**src/rtl/braun_mac_pkg.sv**
```systemverilog
// Shared types, parameter rules and operand helpers for the sequential Braun MAC.
package braun_mac_pkg;

    typedef enum logic [1:0] {
        IDLE,
        BUSY,
        FIX,
        DONE
    } state_t;

    localparam int DEF_WIDTH = 8;
    localparam int DEF_BPC   = 2;
    localparam int N_ITER    = DEF_WIDTH / DEF_BPC;

    function automatic int n_iter(input int width, input int bpc);
        return width / bpc;
    endfunction

    function automatic bit params_legal(input int width, input int bpc, input int acc_width);
        return (width % 2 == 0) && (width >= 4) && (width <= 32) &&
               ((bpc == 1) || (bpc == 2) || (bpc == 4)) && (width % bpc == 0) &&
               (acc_width >= 2 * width);
    endfunction

    // Magnitude of a width-bit operand; -2^(width-1) maps to 2^(width-1), which still fits.
    function automatic logic [31:0] abs_mag(input logic [31:0] value, input int width,
                                            input logic is_signed);
        logic [31:0] mask;
        mask = (width >= 32) ? '1 : ((32'd1 << width) - 32'd1);
        if (is_signed && value[width-1]) begin
            return (~value + 32'd1) & mask;
        end
        return value & mask;
    endfunction

endpackage

```
**src/rtl/braun_row_slice.sv**
```systemverilog
// BITS_PER_CYCLE rows of a Braun array: adds the selected partial-product rows
// of the multiplicand into the running 2*WIDTH partial sum.
module braun_row_slice #(
    parameter int WIDTH          = 8,
    parameter int BITS_PER_CYCLE = 2,
    parameter int OFF_W          = 4
) (
    input  logic [WIDTH-1:0]          a_mag,
    input  logic [BITS_PER_CYCLE-1:0] b_slice,
    input  logic [OFF_W-1:0]          offset,
    input  logic [2*WIDTH-1:0]        sum_in,
    output logic [2*WIDTH-1:0]        sum_out
);
    localparam int SUM_W = 2 * WIDTH;

    logic [BITS_PER_CYCLE:0][SUM_W-1:0] row_sum;

    assign row_sum[0] = sum_in;
    assign sum_out    = row_sum[BITS_PER_CYCLE];

    for (genvar r = 0; r < BITS_PER_CYCLE; r++) begin : g_row
        logic [SUM_W-1:0] pp;
        logic [SUM_W-2:0] carry;

        assign pp = {{WIDTH{1'b0}}, a_mag & {WIDTH{b_slice[r]}}} << (offset + OFF_W'(r));

        for (genvar i = 0; i < SUM_W; i++) begin : g_cell
            if (i == 0) begin : g_ha
                ha u_ha (
                    .a (row_sum[r][0]),
                    .b (pp[0]),
                    .s (row_sum[r+1][0]),
                    .c (carry[0])
                );
            end else if (i < SUM_W - 1) begin : g_fa
                fa u_fa (
                    .a  (row_sum[r][i]),
                    .b  (pp[i]),
                    .ci (carry[i-1]),
                    .s  (row_sum[r+1][i]),
                    .co (carry[i])
                );
            end else begin : g_msb
                // The exact product never exceeds 2*WIDTH bits, so the top carry is dropped.
                assign row_sum[r+1][i] = row_sum[r][i] ^ pp[i] ^ carry[i-1];
            end
        end
    end

endmodule

```
**src/rtl/fa.sv**
```systemverilog
// Full-adder cell of the Braun array.
module fa (
    input  logic a,
    input  logic b,
    input  logic ci,
    output logic s,
    output logic co
);
    assign s  = a ^ b ^ ci;
    assign co = (a & b) | (a & ci) | (b & ci);
endmodule

```
**src/rtl/ha.sv**
```systemverilog
// Half-adder cell of the Braun array.
module ha (
    input  logic a,
    input  logic b,
    output logic s,
    output logic c
);
    assign s = a ^ b;
    assign c = a & b;
endmodule

```
**src/rtl/braun_mac_seq.sv**
```systemverilog
// Multi-cycle signed/unsigned multiply-accumulate built around a Braun row slice,
// with valid/ready handshakes on the operand and result sides.
module braun_mac_seq
    import braun_mac_pkg::*;
#(
    parameter int WIDTH          = 8,
    parameter int BITS_PER_CYCLE = 2,
    parameter int ACC_WIDTH      = 24
) (
    input  logic                 clk,
    input  logic                 rst,
    input  logic                 in_valid,
    output logic                 in_ready,
    input  logic [WIDTH-1:0]     in_a,
    input  logic [WIDTH-1:0]     in_b,
    input  logic                 in_signed,
    input  logic                 in_acc,
    output logic                 out_valid,
    input  logic                 out_ready,
    output logic [2*WIDTH-1:0]   out_prod,
    output logic [ACC_WIDTH-1:0] out_acc,
    output logic                 out_ovf
);
    localparam int SUM_W = 2 * WIDTH;
    localparam int N     = n_iter(WIDTH, BITS_PER_CYCLE);
    localparam int CNT_W = (N > 1) ? $clog2(N) : 1;
    localparam int OFF_W = $clog2(SUM_W);

    if (!params_legal(WIDTH, BITS_PER_CYCLE, ACC_WIDTH)) begin : g_param_check
        $error("braun_mac_seq: illegal WIDTH/BITS_PER_CYCLE/ACC_WIDTH combination");
    end

    state_t               state_q,    state_d;
    logic [CNT_W-1:0]     iter_q,     iter_d;
    logic [WIDTH-1:0]     a_q,        a_d;
    logic [WIDTH-1:0]     b_q,        b_d;
    logic                 signed_q,   signed_d;
    logic                 acc_mode_q, acc_mode_d;
    logic                 neg_q,      neg_d;
    logic [SUM_W-1:0]     sum_q,      sum_d;
    logic [SUM_W-1:0]     prod_q,     prod_d;
    logic [ACC_WIDTH-1:0] acc_q,      acc_d;
    logic                 ovf_q,      ovf_d;

    logic [OFF_W-1:0]     offset;
    logic [SUM_W-1:0]     slice_sum;
    logic [SUM_W-1:0]     prod_fix;
    logic [ACC_WIDTH-1:0] ext;
    logic [ACC_WIDTH:0]   acc_sum;
    logic                 ovf_fix;

    // The multiplier register shifts right each iteration, so its low bits are always the live slice.
    assign offset = OFF_W'(iter_q) * OFF_W'(BITS_PER_CYCLE);

    braun_row_slice #(
        .WIDTH          (WIDTH),
        .BITS_PER_CYCLE (BITS_PER_CYCLE),
        .OFF_W          (OFF_W)
    ) u_slice (
        .a_mag   (a_q),
        .b_slice (b_q[BITS_PER_CYCLE-1:0]),
        .offset  (offset),
        .sum_in  (sum_q),
        .sum_out (slice_sum)
    );

    always_comb begin
        prod_fix = neg_q ? (SUM_W'(0) - sum_q) : sum_q;
        ext      = signed_q ? ACC_WIDTH'($signed(prod_fix)) : ACC_WIDTH'(prod_fix);
        acc_sum  = {1'b0, acc_q} + {1'b0, ext};
        if (signed_q) begin
            ovf_fix = (acc_q[ACC_WIDTH-1] == ext[ACC_WIDTH-1]) &&
                      (acc_sum[ACC_WIDTH-1] != acc_q[ACC_WIDTH-1]);
        end else begin
            ovf_fix = acc_sum[ACC_WIDTH];
        end
    end

    assign in_ready  = (state_q == IDLE) && !rst;
    assign out_valid = (state_q == DONE);
    assign out_prod  = prod_q;
    assign out_acc   = acc_q;
    assign out_ovf   = ovf_q;

    always_comb begin
        // NOTE: every _d starts as its _q so no path through the case leaves a latch behind.
        state_d    = state_q;
        iter_d     = iter_q;
        a_d        = a_q;
        b_d        = b_q;
        signed_d   = signed_q;
        acc_mode_d = acc_mode_q;
        neg_d      = neg_q;
        sum_d      = sum_q;
        prod_d     = prod_q;
        acc_d      = acc_q;
        ovf_d      = ovf_q;

        unique case (state_q)
            IDLE: begin
                if (in_valid && in_ready) begin
                    a_d        = WIDTH'(abs_mag(32'(in_a), WIDTH, in_signed));
                    b_d        = WIDTH'(abs_mag(32'(in_b), WIDTH, in_signed));
                    signed_d   = in_signed;
                    acc_mode_d = in_acc;
                    neg_d      = in_signed & (in_a[WIDTH-1] ^ in_b[WIDTH-1]);
                    sum_d      = '0;
                    iter_d     = '0;
                    state_d    = BUSY;
                end
            end
            BUSY: begin
                sum_d  = slice_sum;
                b_d    = b_q >> BITS_PER_CYCLE;
                iter_d = iter_q + CNT_W'(1);
                if (iter_q == CNT_W'(N - 1)) begin
                    state_d = FIX;
                end
            end
            FIX: begin
                prod_d  = prod_fix;
                acc_d   = acc_mode_q ? acc_sum[ACC_WIDTH-1:0] : ext;
                ovf_d   = acc_mode_q & ovf_fix;
                state_d = DONE;
            end
            DONE: begin
                if (out_ready) begin
                    state_d = IDLE;
                end
            end
            default: state_d = IDLE;
        endcase
    end

    always_ff @(posedge clk or posedge rst) begin
        if (rst) begin
            state_q    <= IDLE;
            iter_q     <= '0;
            a_q        <= '0;
            b_q        <= '0;
            signed_q   <= 1'b0;
            acc_mode_q <= 1'b0;
            neg_q      <= 1'b0;
            sum_q      <= '0;
            prod_q     <= '0;
            acc_q      <= '0;
            ovf_q      <= 1'b0;
        end else begin
            // NOTE: non-blocking updates let every register see the pre-edge values of the others.
            state_q    <= state_d;
            iter_q     <= iter_d;
            a_q        <= a_d;
            b_q        <= b_d;
            signed_q   <= signed_d;
            acc_mode_q <= acc_mode_d;
            neg_q      <= neg_d;
            sum_q      <= sum_d;
            prod_q     <= prod_d;
            acc_q      <= acc_d;
            ovf_q      <= ovf_d;
        end
    end

endmodule

```
**config.mk**
```make
export PLATFORM = sky130hd
export DESIGN_NAME = braun_mac_seq
export DESIGN_NICKNAME = d
export VERILOG_FILES = /design/src/rtl/braun_mac_pkg.sv /design/src/rtl/braun_row_slice.sv /design/src/rtl/fa.sv /design/src/rtl/ha.sv /design/src/rtl/braun_mac_seq.sv
export SDC_FILE = /design/constraint.sdc
export NUM_CORES = 1
export LEC_CHECK = 0
export ABC_AREA = 1
export CAP_MARGIN = 15
export CORE_MARGIN = 8
export CORE_UTILIZATION = 59
export DETAILED_ROUTE_END_ITERATION = 16
export GPL_ROUTABILITY_DRIVEN = 0
export PLACE_DENSITY_LB_ADDON = 0.3
export SLEW_MARGIN = 5
export SYNTH_ARGS = -nofsm -noshare
export SYNTH_HDL_FRONTEND = slang
export SYNTH_SLANG_ARGS = --single-unit
```
**constraint.sdc**
```tcl
create_clock -name clk -period 10.5 [get_ports clk]
set_input_delay 1.05 -clock clk [delete_from_list [all_inputs] [get_ports clk]]
set_output_delay 1.05 -clock clk [all_outputs]
set_load 0.005 [all_outputs]
```
---- Yosys cells after proc, flatten, opt, wreduce, memory -nomap -nowiden ----
Cells that the tools add are included.
operators by class
  bitwise gates (word level) .............. 211
  shift operators ......................... 2
  reduce and logical (&&, ||, !) cells .... 11
  muxes and demuxes ....................... 24
  equal/unequal tests ..................... 9
  add/subtract/negate cells ............... 6
  order comparisons ....................... 0
  multiply operators ...................... 0
  div/mod/pow operators ................... 0
operators with widths
  cell                     number
  $and A1 B1 Y1            88
  $xor A1 B1 Y1            63
  $or A1 B1 Y1             56
  $mux W24                 2
  $mux W8                  5
  $mux W16                 2
  $pmux W16 S2             1
  $add A24 B24 Y25         1
  $add A8 B1 Y8 const B    2
  $and A8 B8 Y8            2
  $not A8 Y8               2
  $pmux W8 S2              1
  $shl A8 B3 Y16           1
  $shl A8 B4 Y16           1
  $sub A1 B16 Y16 const A  1
  $mux W2                  4
  $pmux W2 S4              1
  $mux W1                  7
  $eq A2 B2 Y1 const B     3
  $logic_and A1 B1 Y1      5
  $add A3 B1 Y4 const B    1
  $ne A2 B1 Y1 const B     2
  $pmux W2 S2              1
  $reduce_and A2 Y1        2
  9 further kinds          9
word-level totals
  word-level logic and storage cells ...... 274
  bits in latches ......................... 0
  output and inout port bits .............. 43
  memories ................................ 0
  bits in writable memories ............... 0
  bits in registers ....................... 80
  input bits .............................. 22
  memory bits (read-only) ................. 0

---- Longest topological paths before layout ----
Gate-level depths: netlist of the first run.
  depth after elaboration ................. 49
  mapped depth ............................ 30
  depth with buffers taken out ............ 29

---- By module ----
Synthesis of the first run repeated with hierarchy kept, for this count alone.
second synthesis, totals
  cell total of the unflattened synthesis .. 1,059
  area total of the unflattened synthesis .. 7,374.6 um^2
modules (own cells, without submodules)
  module           seq. area each (um^2)  instances  cells an instance  area each (um^2)
  braun_mac_seq    2,001.9                1          800                5,619.1
  braun_row_slice  0.0                    1          229                1,169.9
  fa               0.0                    28         1                  20.0
  ha               0.0                    2          1                  12.5

---- Worst setup path after synthesis of the first run ----
No wires, ideal clock.
  kind .................................... register to register
  start ................................... reg iter_q[1]
  end ..................................... reg sum_q[15]
  buffers on the path ..................... 2
  required time ........................... 10,363 ps
  setup slack ............................. 3,201 ps
  stages on the path, launching flop included .. 25
  arrival ................................. 7,162 ps
  period minus slack after synthesis ...... 7,299 ps
  library setup time ...................... 137 ps
  cells stage by stage .................... dfrtp_1 clkbuf_1 inv_1 clkbuf_1 nand4_1 fa_1 fa_1 fa_1 inv_1 fa_1 fa_1 fa_1 fa_1 fa_1 fa_1 fa_1 fa_1 fa_1 fa_1 fa_1 inv_1 fa_1 xnor2_1 xor2_1 o22ai_1
between the ends
  longest elaborated chain between the ends .. 48
  elaborated cells on any way between the ends .. 179
  those cells by class .................... add/sub (1); shift (2); mux (1); bitwise (175)
RTL lines
  item                                                    line                   source
  from (decl)                                             braun_mac_seq.sv:34    logic [CNT_W-1:0] iter_q, iter_d;
  from (signal assigned)                                  braun_mac_seq.sv:151   iter_q <= iter_d;
  branches (longest 46 deep; another with $add A3 B1 Y4)  --
  $xor A1 B1 Y1 (*)                                       braun_row_slice.sv:45  assign row_sum[r+1][i] = row_sum[r][i] ^ pp[i] ^ carry[i-1];
  $pmux W16 S2 (*)                                        braun_mac_seq.sv:99    unique case (state_q)
  to (signal assigned)                                    braun_mac_seq.sv:157   sum_q <= sum_d;
  to (decl)                                               braun_mac_seq.sv:40    logic [SUM_W-1:0] sum_q, sum_d;
Mark *: on every way between the ends.
A chain may end at the register's enable or synchronous reset.

---- Worst setup path in the final report of the first run ----
  start ................................... reg iter_q[0]
  end ..................................... reg sum_q[15]
The elaborated chain is that of the path after synthesis.

==> summary.txt, run 1 <==
Outcome
  • Outcome: complete, no violations

Detailed routing
  • WL met3: 1020 µm
  • DRC: 0
  • Vias: roughly 6,300
  • Drt via density: approximately 5.6
  • Drt pass-1 iters: 5
  • Met2 WL post-DR: 8270 µm
  • Top sig layer: met4
  • Initial DRC count: between 600 and 700
  • Final ANT Viol Nets: 0
  • Total Wirelength: about 17,000 µm
  • WL/cell: approximately 15 µm
  • DRT met1 WL: 6960 µm

Logic synthesis
  • Mapped Area: about 6600 µm²
  • Sequential-to-total area share from yosys stat: 0.304
  • Post-synthesis register bit count: 80
  • Synth Flop Type: dfrtp_1
  • Post-synth EDFFs: 0
  • Unique cell type count in the Yosys netlist: 44
  • Synth warn: 0
  • Post-Synthesis Cells: 924
  • Async SR Flop Fraction: 1.00
  • Mean Syn Cell Area: a little over 7 µm²
  • Synthesized net count: 1,009

Critical path
  • CP Class: flip-flop to flip-flop
  • Crit path required time: around 11 ns
  • WP data arrival: roughly 8.3 ns
  • CP Launch Type: flip-flop
  • Critical path origin: iter_q[0]$_DFFE_PP0P_
  • CP Max Fanout: 21
  • Setup crit end kind: flip-flop
  • R2R Path Start: iter_q[0]$_DFFE_PP0P_

Clocking
  • CTS tree: done
  • Hold_buf cts: 0
  • Clk pin slew, worst setup/hold paths: 0.09 ns
  • H-tree depth: 3
  • Setup repair bufs after CTS: 0
  • Clock tree buffer depth: 2
  • CTS Buf Count: 9
  • Clock Latency Late Sink: about 0.38 ns
  • Post-CTS resize count: 0
  • Clk root buf: clkbuf_8
  • Clock sinks: 80

STA
  • Clock Skew: around 0.010 ns
  • RSZ-0062 raised after global routing: no
  • Post-layout worst setup margin: ~2.4 ns
  • Final Slew Violations: 0
  • Setup violations, final: 0
  • Final count of hold timing violations: 0
  • Post-route clock period utilization: 0.772
  • Worst Tran Pin Value: 1.05 ns
  • FMAX: about 120 MHz
  • Min cycle time layout: ~8 ns
  • Setup TNS: 0 ns
  • Slew headroom: 0.303

Final layout
  • Ant. Diodes: 0
  • Syn-to-layout area delta: 14.1%
  • Fill count: roughly 950
  • Non-Filler Instances: roughly 1,100
  • Multi-input gate area: about 4000 µm²
  • Finished Core Util: 0.691
  • Layout Nets: roughly 1,100
  • Layout cells sized above 1: 0.0388
  • Sequential cell area: 2000 µm²

GRT
  • GRT Total Usage: 0.239
  • Largest net degree at the start of global routing: 81
  • Total grt overflow: 0
  • Initial antenna violation count: 0
  • First-pass GRT wire length: 28,500 µm
  • Number of global-route vias before repair: approximately 6,100

Worst hold path
  • HP Start: out_prod[9]$_DFFE_PP0P_
  • Worst min-delay path class: flip-flop to flip-flop

Power and ir drop
  • Pleak: 3.80 nW
  • PwrDens: around 270 nW/µm²
  • Tot Pwr: ~2.1 mW
  • Worst vdd ir: between 0.00015 and 0.0002 V

Floorplan
  • Num ports: 65
  • Die Ht: approximately 120 µm
  • Core area: 10,900 µm²
  • Die area: 14,800 µm²
  • Initial Util: 0.605
  • Rows: 38
  • Width of the die: roughly 120 µm

Placed design
  • Cells after DPL: approximately 1,100
  • Setup WS pre-CTS: ~2.5 ns
  • Half-perimeter wire length after placement: between 10,000 and 15,000 µm
  • Port Buf Inserts: 64

Flow run
  • Max-cap violations: 0
-- sequential cells by signal (all words and copies together) (netlist names) --
signal      cells
neg_q           1
out_prod       16
a_q             8
acc_mode_q      1
out_ovf         1
out_acc        24
state_q         2
sum_q          16
iter_q          2
b_q             8
signed_q        1
-- cell families after synthesis --
logic type | after synthesis | synth area share
muxes | 4 | 0.00607
AOI/OAI and AO/OA | 157 | 0.129
DFF | 80 | 0.304
buffers and inverters | 147 | 0.0865
adders and majority gates | 63 | 0.150
and+or+nand+nor | 449 | 0.289
xor gates and xnor gates | 24 | 0.0353
-- cell usage after synthesis, types with 3 or more instances --
cell type	count	area [µm²]
nor2_2	3	18.8
dfrtp_1	80	2000
ha_1	36	450
buf_2	6	30.0
mux2i_1	4	40.0
o211ai_1	7	52.6
o22ai_1	7	43.8
nand3_1	67	335
nand2_2	4	25.0
nor3_1	13	65.1
o31ai_1	4	30.0
o21ai_1	3	15.0
xnor2_1	6	52.6
xor2_2	3	48.8
nand4_1	13	81.3
nor2_1	74	278
inv_1	118	443
o21ai_0	82	410
nand2_1	263	987
o21bai_1	4	30.0
fa_1	27	541
a21oi_1	41	205
xor2_1	15	131
clkbuf_1	19	71.3
-- report_power, final --
group          switching, mW  internal (mW)  leakage (nW)
clock network          0.135         0.0912        0.0903
registers              0.128          0.422          1.04
logic                  0.791          0.498          2.66
-- worst max-delay path, stage by stage (launching register included) --
cell and delay, ns:
dfrtp_1 0.59, inv_1 0.47, nand3_1 0.16, nor2_1 0.15, ha_1 0.19, inv_1 0.08
fa_1 0.39, fa_1 0.51, inv_1 0.06, fa_1 0.44, fa_1 0.39, fa_1 0.40
fa_1 0.39, fa_1 0.38, fa_1 0.39, fa_1 0.39, fa_1 0.40, fa_1 0.42
fa_1 0.40, fa_1 0.39, fa_1 0.36, inv_1 0.08, fa_1 0.18, xnor2_1 0.13
xor2_1 0.16, o22ai_1 0.07
-- worst paths after layout --
path / slack [ns] / depth (start not counted) / to
worst max-delay path: 2.39 / 25 / sum_q[15]$_DFFE_PP0P_
worst min-delay path: 0.49 / 2 / out_prod[9]$_DFFE_PP0P_
worst max register to register: 2.39 / 25 / sum_q[15]$_DFFE_PP0P_
worst min register to register: 0.49 / 2 / out_prod[9]$_DFFE_PP0P_
max in group asynchronous: 8.49 / 3 / out_prod[15]$_DFFE_PP0P_
min in group asynchronous: 1.31 / 3 / out_prod[7]$_DFFE_PP0P_
-- cell type report --
| class | count | share of cell area |
|---|---|---|
| multi-input cells | 697 | 0.534 |
| inverters | 119 | 0.0595 |
| clock buffers | 9 | 0.0165 |
| flip-flops and latches | 80 | 0.266 |
| clock inverters | 7 | 0.00848 |
| repair buffers | 68 | 0.0918 |
| well taps | 140 | 0.0233 |
-- metrics by stage --
step / hold slack [ns] / instance area, µm²
floorplan: 0.444 / 6590
global placement: 0.462 / 7310
detailed placement: 0.471 / 7310
CTS: 0.492 / 7500
global route: 0.513 / 7520
finish: 0.486 / 7520
-- cell usage in the layout (no fill, tap or decap), types with 6 or more instances in the layout --
cell               n
a21oi_1           41
clkbuf_8           9
clkdlybuf4s50_1   64
dfrtp_1           80
fa_1              27
ha_1              36
inv_1            117
nand2_1          263
nand3_1           67
nand4_1           13
nor2_1            74
nor3_1            13
o211ai_1           7
o21ai_0           82
o22ai_1            7
xnor2_1            6
xor2_1            15
-- metal layers --
metal  track usage  up-vias
met3        0.0481       40
met2         0.403      200
li1              -     3080
met5             0        -
met4         0.101        0
met1         0.292     2959
Note: power is estimated with default switching activity, not from simulation.
==> run 2: changes to the inputs <==
- clock period: 10.5 -> 8.35 ns (I/O delays scaled with it)
==> run 2 against run 1 <==
Fmax grew 4.8%; flip-flop and latch count unchanged; worst hold slack worse by 0.0015 ns; combinational power up 26%; critical path depth is 1 higher; routed wire length is 0.61% lower; global-route usage is 0.16 points lower; largest cell class unchanged; largest power group unchanged.
==> summary.txt, run 2 (synthesized netlist as in run 1, its figures left out) <==
Critical path
  • Most frequent CP cell: fa_1
  • Crit-path slowest cell: dfrtp_1
  • WP data arrival: ~7.9 ns
  • Setup crit end: sum_q[15]$_DFFE_PP0P_
  • Critical path origin: iter_q[0]$_DFFE_PP0P_
  • CP Class: flip-flop to flip-flop
  • Worst stage delay on the critical path: approximately 0.58 ns
  • R2R Path Start: iter_q[0]$_DFFE_PP0P_
  • Crit path depth: 26
  • CP Max Fanout: 21
  • Buf/Inv on CP: 5
  • Crit path required time: between 8 and 9 ns
  • Reg2Reg Capture Point: sum_q[15]$_DFFE_PP0P_
  • CP Launch Type: flip-flop
  • Crit-path leading delay family: adder cells
  • Setup crit end kind: flip-flop
  • FF-to-FF setup slack: about 0.6 ns
  • R2R cell count: 26

Detailed routing
  • Drt via density: roughly 5.6
  • Vias: 6,293
  • Total Wirelength: 16,700 µm
  • Drt pass-1 iters: 5
  • WL/cell: 14.9 µm
  • DRC: 0
  • Initial DRC count: 546
  • Final ANT Viol Nets: 0

STA
  • Final count of hold timing violations: 0
  • Setup violations, final: 0
  • Post-layout worst setup margin: between 0.6 and 0.7 ns
  • Clock Skew: between 0.01 and 0.015 ns
  • RSZ-0062 raised after global routing: no
  • FMAX: roughly 130 MHz
  • Min cycle time layout: just under 8 ns
  • Slew headroom: 0.309
  • Final Slew Violations: 0
  • Setup TNS: 0 ns
  • Worst Tran Pin Value: about 1.0 ns
  • Post-route clock period utilization: 0.926

Power and ir drop
  • PwrDens: 349 nW/µm²
  • Pleak: 3.82 nW
  • Tot Pwr: between 2 and 3 mW
  • Worst vdd ir: 0.000207 V

GRT
  • Largest net degree at the start of global routing: 81
  • First-pass GRT wire length: 28,700 µm
  • GRT Total Usage: 0.237
  • Initial antenna violation count: 0
  • Total grt overflow: 0
  • Number of global-route vias before repair: 6,124

Final layout
  • Layout Nets: 1,062
  • Most frequent cells in the layout: nand2_1, inv_1, o21ai_0
  • Commonest non-fill, non-tap cell in the layout: nand2_1
  • Syn-to-layout area delta: 14.8%
  • Finished Core Util: 0.695
  • Ant. Diodes: 0
  • Largest register FFs: 24
  • Layout cells sized above 1: 0.0387

Worst hold path
  • Worst min-delay path class: flip-flop to flip-flop

Floorplan
  • Die area: 14,800 µm²
  • Width of the die: between 100 and 150 µm
  • Core area: 10,900 µm²
  • Initial Util: 0.605
  • Num ports: 65
  • Rows: 38
  • Die Ht: ~120 µm

Clocking
  • Clk pin slew, worst setup/hold paths: around 0.090 ns
  • CTS Buf Count: 9
  • CTS tree: done
  • Clock tree buffer depth: 2
  • Post-CTS resize count: 0
  • Clk root buf: clkbuf_8
  • H-tree depth: 3
  • Hold_buf cts: 0
  • Clock Latency Late Sink: between 0.3 and 0.4 ns
  • Clock sinks: 80
  • Setup repair bufs after CTS: 0

Outcome
  • Outcome: complete, no violations

Placed design
  • Setup WS pre-CTS: about 0.62 ns
  • Port Buf Inserts: 64
  • Half-perimeter wire length after placement: about 13,000 µm

Flow run
  • Max-cap violations: 0
[run 2: report_power, final]
part / internal, mW / switching, mW / total (mW)
Combinational: 0.629 / 0.996 / 1.62
Clock: 0.177 / 0.149 / 0.326
Sequential: 0.531 / 0.159 / 0.690
Total: 1.34 / 1.30 / 2.64
[run 2: final cells by class]
cell class,count,area (µm²)
Clock buffer,11,141
Clock inverter,4,77.6
Timing Repair Buffer,70,706
Tap cell,140,175
Inverter,119,448
Fill cell,905,3320
Sequential cell,80,2000
Multi-Input combinational cell,697,4020
[run 2: worst min path at each step]
stage                                         from                        to  slack (ns)  depth (start not counted)
after global placement     out_prod[1]$_DFFE_PP0P_   out_prod[1]$_DFFE_PP0P_        0.46                          2
after CTS                 out_prod[11]$_DFFE_PP0P_  out_prod[11]$_DFFE_PP0P_        0.49                          2
final                     out_prod[11]$_DFFE_PP0P_  out_prod[11]$_DFFE_PP0P_        0.48                          2
after global routing       out_prod[3]$_DFFE_PP0P_   out_prod[3]$_DFFE_PP0P_        0.51                          2
after detailed placement  out_prod[11]$_DFFE_PP0P_  out_prod[11]$_DFFE_PP0P_        0.46                          2
after floorplan                 b_q[3]$_DFFE_PP0P_        b_q[3]$_DFFE_PP0P_        0.44                          2
[run 2: tightest hold or removal path, stage by stage, from the launching register on]
cell	delay, ns
dfrtp_1	0.35
nand2_1	0.05
nand2_1	0.05
[run 2: metal layers]
metal | wire length (µm) | up-vias | GRT usage
met3 | 924 | 34 | 0.0398
met2 | 8240 | 212 | 0.405
met1 | 7080 | 2954 | 0.295
met4 | 428 | 0 | 0.0879
met5 | 0 | - | 0
li1 | - | 3093 | -
[run 2: per-stage QoR]
stage	instance area [µm²]	std cells	hold WS (ns)
2_1_floorplan	6590	924	0.444
4_1_cts	7540	1120	0.488
3_3_place_gp	7320	1105	0.461
3_5_place_dp	7320	1105	0.465
5_1_grt	7570	1121	0.510
6_report	7570	1121	0.485
==> run 3: changes to the inputs <==
- clock period: 8.35 -> 7.3 ns (I/O delays scaled with it)
==> run 3 against run 2 <==
Clock skew rose by 0.0034 ns; cell count rose by 0.45%; routed wire length rose by 0.81%; combinational power rose by 19%; fmax rose by 11%; utilization rose by 0.32 points; highest routed layer unchanged.
==> summary.txt, run 3 (synthesized netlist as in run 1, its figures left out) <==
Floorplan
  • Width of the die: approximately 120 µm
  • Initial Util: 0.605
  • Rows: 38
  • Die area: between 10,000 and 15,000 µm²
  • Num ports: between 60 and 70
  • Core area: around 11,000 µm²
  • Die Ht: approximately 120 µm

Final layout
  • Ant. Diodes: 0
  • Layout cells sized above 1: 0.0538
  • Layout Nets: approximately 1,100
  • Commonest non-fill, non-tap cell in the layout: nand2_1
  • Multi-input gate area: between 4000 and 5000 µm²
  • Sequential cell area: approximately 2000 µm²
  • Largest register FFs: 24
  • Most frequent cells in the layout: nand2_1, inv_1, o21ai_0
  • Fill count: ~900
  • Syn-to-layout area delta: 15.4%

Critical path
  • Crit path required time: 7.52 ns
  • Setup crit end kind: flip-flop
  • WP data arrival: between 7 and 8 ns
  • Crit-path slowest cell: fa_1
  • FF-to-FF setup slack: around 0.32 ns
  • Worst stage delay on the critical path: around 0.5 ns
  • R2R Path Start: iter_q[0]$_DFFE_PP0P_
  • Most frequent CP cell: fa_1
  • R2R cell count: 27
  • CP Class: flip-flop to flip-flop
  • Reg2Reg Capture Point: sum_q[15]$_DFFE_PP0P_
  • CP Launch Type: flip-flop
  • CP Max Fanout: 2

STA
  • Min cycle time layout: 6.98 ns
  • Final Slew Violations: 0
  • Final count of hold timing violations: 0
  • Hold slack: a little under 0.5 ns
  • Setup violations, final: 0
  • Slew headroom: 0.327
  • Clock Skew: 0.0162 ns
  • Post-layout worst setup margin: roughly 0.32 ns
  • Worst Tran Pin Value: 1.01 ns
  • FMAX: around 140 MHz
  • Post-route clock period utilization: 0.957

Power and ir drop
  • Switching power total: 1.52 mW
  • Combinational power share: 0.634
  • Switching share of power: 0.502
  • Pleak: ~3.8 nW
  • Clk network pwr share: 0.114
  • Int Pwr: roughly 1.5 mW
  • PwrDens: between 300 and 400 nW/µm²
  • Worst vdd ir: ~0.00018 V
  • Sequential power share: 0.252

Clocking
  • Clock Latency Late Sink: between 0.3 and 0.4 ns
  • Post-CTS resize count: 0
  • Setup repair bufs after CTS: 0
  • Clk root buf: clkbuf_8
  • Clock tree buffer depth: 2
  • Clock sinks: 80
  • H-tree depth: 3
  • CTS Buf Count: 9
  • Hold_buf cts: 0
  • CTS tree: done
  • Clk pin slew, worst setup/hold paths: ~0.090 ns

Detailed routing
  • DRC: 0
  • WL/cell: about 15 µm
  • Drt pass-1 iters: 6
  • Total Wirelength: around 17,000 µm
  • Final ANT Viol Nets: 0
  • Vias: 6,279
  • Drt via density: ~5.6
  • Initial DRC count: about 480

GRT
  • Total grt overflow: 0
  • Largest net degree at the start of global routing: just over 80
  • Initial antenna violation count: 0
  • GRT Total Usage: 0.240
  • First-pass GRT wire length: between 20,000 and 30,000 µm
  • Number of global-route vias before repair: 6,182

Placed design
  • Half-perimeter wire length after placement: roughly 13,000 µm
  • Port Buf Inserts: 64
  • Setup WS pre-CTS: 0.0208 ns

Worst hold path
  • Hold Path Sink: out_prod[9]$_DFFE_PP0P_
  • HP Start: out_prod[9]$_DFFE_PP0P_
  • Worst min-delay path class: flip-flop to flip-flop
  • Worst Hold Depth: 2

Flow run
  • Max-cap violations: 0

Outcome
  • Outcome: complete, no violations
run 3: power by group through the flow:
stage | sequential, mW | combinational (mW) | clock, mW
finish | 0.762 | 1.92 | 0.346
floorplan | 0.728 | 1.34 | 0
global route | 0.783 | 2.17 | 0.370
CTS | 0.759 | 1.87 | 0.353
global placement | 0.761 | 1.81 | 0
detailed placement | 0.766 | 1.86 | 0
run 3: critical path: cells and delay by family, from the launching register on:
kind / cells / cell delay [ns]
and+or+nand+nor: 2 / 0.22
DFF: 1 / 0.39
xor gates and xnor gates: 2 / 0.29
buffers and inverters: 6 / 0.38
AOI/OAI and AO/OA: 1 / 0.07
adders and majority gates: 16 / 5.48
run 3: how the worst max path moves through the flow:
stage	start	endpoint	slack [ns]
2_1_floorplan	iter_q[1]$_DFFE_PP0P_	sum_q[15]$_DFFE_PP0P_	0.0008
3_3_place_gp	iter_q[0]$_DFFE_PP0P_	sum_q[15]$_DFFE_PP0P_	0.15
3_5_place_dp	iter_q[0]$_DFFE_PP0P_	sum_q[15]$_DFFE_PP0P_	0.02
4_1_cts	iter_q[0]$_DFFE_PP0P_	sum_q[15]$_DFFE_PP0P_	0.008
5_1_grt	iter_q[0]$_DFFE_PP0P_	sum_q[15]$_DFFE_PP0P_	-0.05
6_report	iter_q[0]$_DFFE_PP0P_	sum_q[15]$_DFFE_PP0P_	0.32
run 3: area by class of cell:
| cell class | count | share of cell area |
|---|---|---|
| Clock buffer | 9 | 0.0163 |
| Clock inverter | 7 | 0.0102 |
| Inverter | 119 | 0.0589 |
| Multi-Input combinational cell | 697 | 0.532 |
| Tap cell | 140 | 0.0230 |
| Sequential cell | 80 | 0.263 |
| Timing Repair Buffer | 74 | 0.0967 |
run 3: per-stage QoR:
stage | utilization | total power, mW | setup TNS (ns) | instance area [µm²] | cells
after global routing | 0.698 | 3.33 | -0.0473 | 7600 | 1126
after CTS | 0.694 | 2.99 | 0 | 7550 | 1125
final | 0.698 | 3.02 | 0 | 7600 | 1126
after floorplan | - | 2.07 | 0 | 6590 | 924
after global placement | 0.675 | 2.58 | 0 | 7350 | 1109
after detailed placement | 0.675 | 2.63 | 0 | 7350 | 1109
run 3: routing by layer:
layer	share of wire	vias up	global-route usage
met3	0.051	36	0.0366
met5	0	-	0
met4	0.027	0	0.0879
li1	-	3090	-
met1	0.43	2960	0.297
met2	0.49	193	0.416
